### config.mk
export PLATFORM = sky130hd
export DESIGN_NAME = dmem_bridge
export DESIGN_NICKNAME = d
export VERILOG_FILES = /design/src/rtl/dmem_bridge.sv
export SDC_FILE = /design/constraint.sdc
export NUM_CORES = 1
export LEC_CHECK = 0
export CORE_AREA = 2 2 117 119
export DETAILED_ROUTE_END_ITERATION = 12
export DIE_AREA = 0 0 119 121
export GPL_TIMING_DRIVEN = 0
export PLACE_DENSITY = 0.82
export SLEW_MARGIN = 20
export SYNTH_ARGS = -nofsm -noshare
export SYNTH_HDL_FRONTEND = slang
export SYNTH_SLANG_ARGS = --single-unit
### constraint.sdc
create_clock -name clk -period 3.6 [get_ports clk]
set_input_delay 0.72 -clock clk [delete_from_list [all_inputs] [get_ports clk]]
set_output_delay 0.72 -clock clk [all_outputs]
set_load 0.05 [all_outputs]
### src/rtl/dmem_bridge.sv
// dmem_bridge: single-outstanding bridge from the load/store unit to a req/gnt/rvalid data memory.
// Define DMEM_TIMEOUT_EN to bound the WAIT state by TIMEOUT_CYC cycles.
module dmem_bridge #(
  parameter int   ADDR_WIDTH  = 32,
  parameter int   DATA_WIDTH  = 32,
  parameter int   TIMEOUT_CYC = 255,
  parameter logic LS_LOAD     = 1'b0
) (
  input  logic                  clk,
  input  logic                  rst_n,
  input  logic                  lsu_valid_i,
  output logic                  lsu_ready_o,
  input  logic [ADDR_WIDTH-1:0] lsu_addr_i,
  input  logic                  lsu_ls_i,
  input  logic [1:0]            lsu_wdth_i,
  input  logic [DATA_WIDTH-1:0] lsu_stdat_i,
  output logic                  done_o,
  output logic                  err_o,
  output logic [DATA_WIDTH-1:0] ld_dat_o,
  output logic                  mem_req_o,
  output logic                  mem_we_o,
  output logic [ADDR_WIDTH-1:0] mem_addr_o,
  output logic [3:0]            mem_wmask_o,
  output logic [DATA_WIDTH-1:0] mem_wdat_o,
  input  logic                  mem_gnt_i,
  input  logic                  mem_rvalid_i,
  input  logic [DATA_WIDTH-1:0] mem_rdat_i
);

  localparam logic [1:0] S_IDLE = 2'd0;
  localparam logic [1:0] S_REQ  = 2'd1;
  localparam logic [1:0] S_WAIT = 2'd2;
  localparam logic [1:0] S_DONE = 2'd3;

  logic [1:0]            state_q, state_d;
  logic [ADDR_WIDTH-1:0] addr_q, addr_d;
  logic                  load_q, load_d;
  logic [3:0]            mask_q, mask_d;
  logic [DATA_WIDTH-1:0] wdat_q, wdat_d;
  logic [DATA_WIDTH-1:0] ldDat_q, ldDat_d;
  logic                  err_q, err_d;

  logic                  accLoad;
  logic                  accBad;
  logic [3:0]            accMask;
  logic [DATA_WIDTH-1:0] accWdat;
  logic [DATA_WIDTH-1:0] rdatAligned;

`ifdef DMEM_TIMEOUT_EN
  localparam logic [7:0] TimeoutLast = 8'(TIMEOUT_CYC - 1);
  logic [7:0] toCnt_q, toCnt_d;
  logic       timeoutHit;
  assign timeoutHit = (toCnt_q == TimeoutLast);
`else
  logic unusedTimeoutCfg;
  assign unusedTimeoutCfg = (TIMEOUT_CYC > 0);
`endif

  // Lane steering and alignment check for the access offered by the LSU this cycle.
  always_comb begin
    accLoad = (lsu_ls_i == LS_LOAD);
    accBad  = 1'b0;
    accMask = 4'b0000;
    accWdat = lsu_stdat_i;
    case (lsu_wdth_i)
      2'b00: begin
        accMask = 4'b0001 << lsu_addr_i[1:0];
        accWdat = {4{lsu_stdat_i[7:0]}};
      end
      2'b01: begin
        accMask = 4'b0011 << lsu_addr_i[1:0];
        accWdat = {2{lsu_stdat_i[15:0]}};
        accBad  = lsu_addr_i[0];
      end
      2'b10: begin
        accMask = 4'b1111;
        accBad  = |lsu_addr_i[1:0];
      end
      default: accBad = 1'b1;
    endcase
    if (accLoad) accMask = 4'b0000;
  end

  assign rdatAligned = mem_rdat_i >> {addr_q[1:0], 3'b000};

  always_comb begin
    state_d = state_q;
    addr_d  = addr_q;
    load_d  = load_q;
    mask_d  = mask_q;
    wdat_d  = wdat_q;
    ldDat_d = ldDat_q;
    err_d   = err_q;
`ifdef DMEM_TIMEOUT_EN
    toCnt_d = toCnt_q;
`endif
    case (state_q)
      S_IDLE: begin
        if (lsu_valid_i) begin
          addr_d = lsu_addr_i;
          load_d = accLoad;
          mask_d = accMask;
          wdat_d = accWdat;
          if (accBad) begin
            state_d = S_DONE;
            err_d   = 1'b1;
            ldDat_d = '0;
          end else begin
            state_d = S_REQ;
            err_d   = 1'b0;
          end
        end
      end
      S_REQ: begin
        if (mem_gnt_i) begin
          if (!load_q) begin
            state_d = S_DONE;
          end else if (mem_rvalid_i) begin
            ldDat_d = rdatAligned;
            state_d = S_DONE;
          end else begin
            state_d = S_WAIT;
`ifdef DMEM_TIMEOUT_EN
            toCnt_d = 8'd0;
`endif
          end
        end
      end
      S_WAIT: begin
        if (mem_rvalid_i) begin
          ldDat_d = rdatAligned;
          state_d = S_DONE;
`ifdef DMEM_TIMEOUT_EN
        end else if (timeoutHit) begin
          ldDat_d = '0;
          err_d   = 1'b1;
          state_d = S_DONE;
`endif
        end
`ifdef DMEM_TIMEOUT_EN
        if (toCnt_q != 8'hFF) toCnt_d = toCnt_q + 8'd1;
`endif
      end
      default: state_d = S_IDLE;
    endcase
  end

  // Synchronous active-low reset returns to IDLE and clears every output-visible register.
  always_ff @(posedge clk) begin
    if (!rst_n) begin
      state_q <= S_IDLE;
      addr_q  <= '0;
      load_q  <= 1'b0;
      mask_q  <= 4'b0000;
      wdat_q  <= '0;
      ldDat_q <= '0;
      err_q   <= 1'b0;
`ifdef DMEM_TIMEOUT_EN
      toCnt_q <= 8'd0;
`endif
    end else begin
      state_q <= state_d;
      addr_q  <= addr_d;
      load_q  <= load_d;
      mask_q  <= mask_d;
      wdat_q  <= wdat_d;
      ldDat_q <= ldDat_d;
      err_q   <= err_d;
`ifdef DMEM_TIMEOUT_EN
      toCnt_q <= toCnt_d;
`endif
    end
  end

  assign lsu_ready_o = (state_q == S_IDLE);
  assign done_o      = (state_q == S_DONE);
  assign err_o       = (state_q == S_DONE) && err_q;
  assign ld_dat_o    = ldDat_q;
  assign mem_req_o   = (state_q == S_REQ);
  assign mem_we_o    = (state_q == S_REQ) && !load_q;
  assign mem_addr_o  = {addr_q[ADDR_WIDTH-1:2], 2'b00};
  assign mem_wmask_o = mask_q;
  assign mem_wdat_o  = wdat_q;

endmodule
== Word-level counts from Yosys, hierarchy flattened ==
Index checks and enable logic that the tools add are counted.
Word-level totals
  input bits: 104
  flip-flop bits (word level): 104
  output and inout bits: 105
  logic and storage cells: 49
Cells by class
  bitwise operators: 1
  shifts and indexed selects: 3
  equal/unequal tests: 10
  multiplexer cells: 18
  reduce and logical (&&, ||, !) cells: 10
Operators with widths (number)
  32-bit 2-to-1 mux: 5
  32-bit case mux with 3 select lines: 1
  32-bit case mux with 2 select lines: 1
  32-bit by 5-bit right shift with 32-bit output: 1
  4-bit case mux with 3 select lines: 1
  2-bit 2-to-1 mux: 4
  2-bit == test (second input constant): 3
  2-bit by 1-bit != test with 1-bit output (second input constant): 3
  2-bit case mux with 3 select lines: 1
  5-bit AND reduction: 1
  2-bit by 1-bit == test with 1-bit output (second input constant): 2
  2-bit logical NOT: 2
  4-bit 2-to-1 mux: 1
  2-bit != test (second input constant): 2
  1-bit by 2-bit << shifter with 4-bit output (first input constant): 1
  2-bit by 2-bit << shifter with 4-bit output (first input constant): 1
  1-bit 2-to-1 mux: 3
  1-bit case mux with 3 select lines: 1
  3-bit AND reduction: 1
  3-bit nonzero test: 1
  1-bit logical AND: 2
  2-bit AND reduction: 1
  2-bit OR reduction: 1
  1-bit logical NOT: 1
  1-bit inverter: 1

== Depth between registers and ports, before layout ==
  depth after elaboration: 5
  gate-level depth with buffers: 8
  mapped depth without buffers: 6

== Least setup slack after synthesis ==
OpenSTA, ideal clock, no wires.
  path type: register -> output
  start point: register state_q[1]
  end point: output mem_we_o
  cell stages (with the launch flop): 5
  path buffers: 0
  required time: 2.880 ns
  path slack: 1.180 ns
  data arrival time: 1.700 ns
  cell sequence: dfxtp_1 inv_1 ha_1 inv_1 nor2_1
Between the ends
  longest elaborated chain between the ends: 2
Ends and longest elaborated chain
  start, declared: RTL line 35  | logic [1:0] state_q, state_d;
  start signal, assigned: RTL line 162  | state_q <= state_d;
  2-bit by 1-bit == test with 1-bit output
  via mem_req_o: RTL line 20  | output logic mem_req_o,
  1-bit logical AND: RTL line 180  | assign mem_we_o = (state_q == S_REQ) && !load_q;
  end, declared: RTL line 21  | output logic mem_we_o,
The timed path passes the listed nets, and every way through them passes these cells.

== Worst setup path in the final report ==
  start point: register state_q[0]
  end point: output lsu_ready_o
Between the ends
  longest elaborated chain between the ends: 1
Ends and longest elaborated chain
  2-bit logical NOT: RTL line 175  | assign lsu_ready_o = (state_q == S_IDLE);
  end, declared: RTL line 12  | output logic lsu_ready_o,
No other way between the ends.

==> impl_metrics.py <==
metrics = {
    "run_status": {
        "status": "completed",
    },
    "global_routing": {
        "grt_pass1_vias": 4690,
        "antenna_found_initial": 0,
        "track_usage_pct": 21.2,
        "grt_pass1_wl_um": 24200,
        "gr-total-overflow": 0,
        "grt_max_degree": 17,
    },
    "floorplanning": {
        "row_count": 42,
        "start_util_pct": 39.2,
        "die-area_um2": 14400,
        "io_pins": 209,
        "core-area_um2": 13100,
        "die_x_um": 119,
        "die_y_um": 121,
    },
    "synthesis": {
        "synthCells": 612,
        "synth_cell_types": 34,
        "synth_ff_type": "dfxtp_1",
        "yosys_warnings": 0,
        "synth_area_um2": 5130,
        "syn_area_per_cell_um2": 8.38,
        "synth_edf_count": 0,
        "ys_seq_area_share_pct": 40.6,
        "synthArstFlopShare_pct": 0,
        "yosys_register_bits": 104,
    },
    "clock_network": {
        "post_cts_buffers": 0,
        "htree_levels": 3,
        "root_buffer": "clkbuf_16",
        "cts_buffers": 9,
        "clk_pin_slew_worst_paths_ns": 0.07,
        "clkLatencyLatePin_ns": 0.34,
        "holdBufCountCts": 0,
        "tritoncts": "built",
        "clk_path_buf_depth": 2,
        "clkSinkCount": 104,
        "cts_resized": 0,
    },
    "critical_path": {
        "critical-path-max-stage-delay_ns": 0.90,
        "crit_slowest_cell": "clkdlybuf4s50_1",
        "cp_data_arrival_time_ns": 1.99,
        "crit_chain": "inv_1, ha_1, clkdlybuf4s50_1",
        "worstSetupPathType": "reg -> out",
        "critPathLaunchType": "flop",
        "path_buf_inv": 2,
        "cp_max_fo": 7,
        "cpLargestDelayFamily": "buffers and inverters",
        "required_ns": 2.88,
        "reg2reg_slack_ns": 1.18,
        "endpoint_kind": "primary output",
    },
    "timing": {
        "drv_slew": 0,
        "holdWs_ns": 0.452,
        "maxSlewHeadroom_pct": 31.8,
        "finalHoldViolCount": 0,
        "fin_crit_sh_pct": 75.3,
        "max_freq_ghz": 0.369,
        "finalWorstSetupSlack_ns": 0.890,
        "setup_viol": 0,
        "worst_pin_slew_ns": 1.01,
        "skew_ns": 0.00811,
        "rsz0062_at_grt": "no",
        "fin_setup_tns_ns": 0,
        "fin_crit_ns": 2.71,
    },
    "cells_and_area": {
        "final_nets": 936,
        "final_area_um2": 7690,
        "drive_above_1_share_pct": 8.53,
        "syn_to_final_growth_pct": 50.0,
        "diodes": 0,
    },
    "detailed_routing": {
        "drtAntennaViolNets": 0,
        "drt-total-wl_um": 15400,
        "num_vias": 4858,
        "drtPass1Iterations": 4,
        "vias_per_cell": 4.82,
        "wl_per_cell_um": 15.3,
        "route.detailed.drc": 0,
        "drt_iter0_markers": 198,
    },
    "power": {
        "p_leak_nw": 3.21,
        "power_mw": 5.10,
        "power_density_nw_per_um2": 664,
        "max-vdd-ir-drop_v": 0.000254,
    },
    "placement": {
        "port-buffer-count": 204,
        "placed_area_um2": 7390,
        "pre_cts_ws_ns": 0.748,
        "globalplace.congestion": 0.858,
        "hpwl_um": 11800,
    },
    "min_path": {
        "hp-class": "reg -> reg",
    },
    "run": {
        "drv_cap": 0,
    },
}
cell families after synthesis:
logic type	synth area share [%]
compound gates	16.7
mux	14.4
other cells	0.0732
flops	40.6
fa+ha+maj	0.976
simple gates	17.8
buf+inv	9.30
stage by stage:
stage                     util, %  cells
after CTS                    58.8   1008
after global placement       56.5    993
after global routing         58.8   1008
after floorplan                 -    613
after detailed placement     56.5    993
final                        58.8   1008
metal layers:
| metal | GRT usage [%] | wire length [um] | vias to the layer above |
|---|---|---|---|
| met5 | 0 | 0 | - |
| met4 | 9.30 | 483 | 0 |
| met3 | 4.09 | 821 | 29 |
| met2 | 34.9 | 7120 | 144 |
| met1 | 27.0 | 6950 | 2237 |
| li1 | - | - | 2448 |
Yosys cell counts (4+ instances only):
master	count	area, um2
buf_6	4	45.0
mux2_2	12	135
o211ai_1	8	60.1
inv_1	7	26.3
buf_4	32	240
buf_2	6	30.0
o211a_1	17	170
ha_1	4	50.1
nand2_1	184	691
mux2i_1	56	561
and2_1	11	68.8
clkbuf_1	33	124
o22ai_1	4	25.0
nand3_1	11	55.1
o21ai_1	9	45.0
nor2_1	15	56.3
o21ai_0	18	90.1
dfxtp_1	104	2080
a21boi_1	51	383
mux2_1	4	45.0
worst paths after layout:
check	start	endpoint	cells past startpoint
worst max register to register	state_q[0]$_SDFFE_PN0P_	mem_wmask_o[2]$_SDFFE_PN0P_	7
worst min register to register	addr_q[27]$_SDFFE_PN0P_	addr_q[27]$_SDFFE_PN0P_	2
worst min-delay path	addr_q[27]$_SDFFE_PN0P_	addr_q[27]$_SDFFE_PN0P_	2
worst max-delay path	state_q[0]$_SDFFE_PN0P_	lsu_ready_o	3
layout by cell type (no fill, tap or decap), drive strengths merged:
cell type	count
o211ai	8
a222oi	1
nor3	2
mux2i	56
o21a	3
clkinv	4
inv	9
a2111o	1
nand3	11
conb	2
a21oi	3
a21boi	51
buf	43
o21ai	27
and2	11
o22ai	4
o211a	17
nor2b	3
o2111ai	1
ha	4
dfxtp	104
bufinv	1
o21bai	1
clkdlybuf4s50	204
o311a	1
or2b	1
nand2	184
mux2	16
nor2	15
nand3b	1
clkbuf	43
worst reg2reg max path: cells and delay by family, from the launching register on:
family,cells,cell delay [ns]
and+or+nand+nor,2,0.73
buffers and inverters,3,0.72
DFF,1,0.33
adders and majority gates,1,0.31
AOI/OAI and AO/OA,1,0.27
registers in the layout (all words and copies together) (netlist names):
signal,cells
mem_wmask_o,4
addr_q,32
state_q,2
mem_wdat_o,32
err_q,1
ld_dat_o,32
load_q,1
layout make-up:
cell class	instances	area (um2)
Multi-Input combinational cell	424	2570
Fill cell	1179	5400
Tap cell	176	220
Clock buffer	10	239
Inverter	9	33.8
Buffer	76	443
Sequential cell	104	2080
Clock inverter	5	57.6
Timing Repair Buffer	204	2040
power by group:
group | internal, mW | switching [mW]
clock | 0.554 | 0.425
sequential | 1.37 | 0.115
combinational | 0.992 | 1.65
total | 2.92 | 2.19
Power figures use the tool's default switching activity.
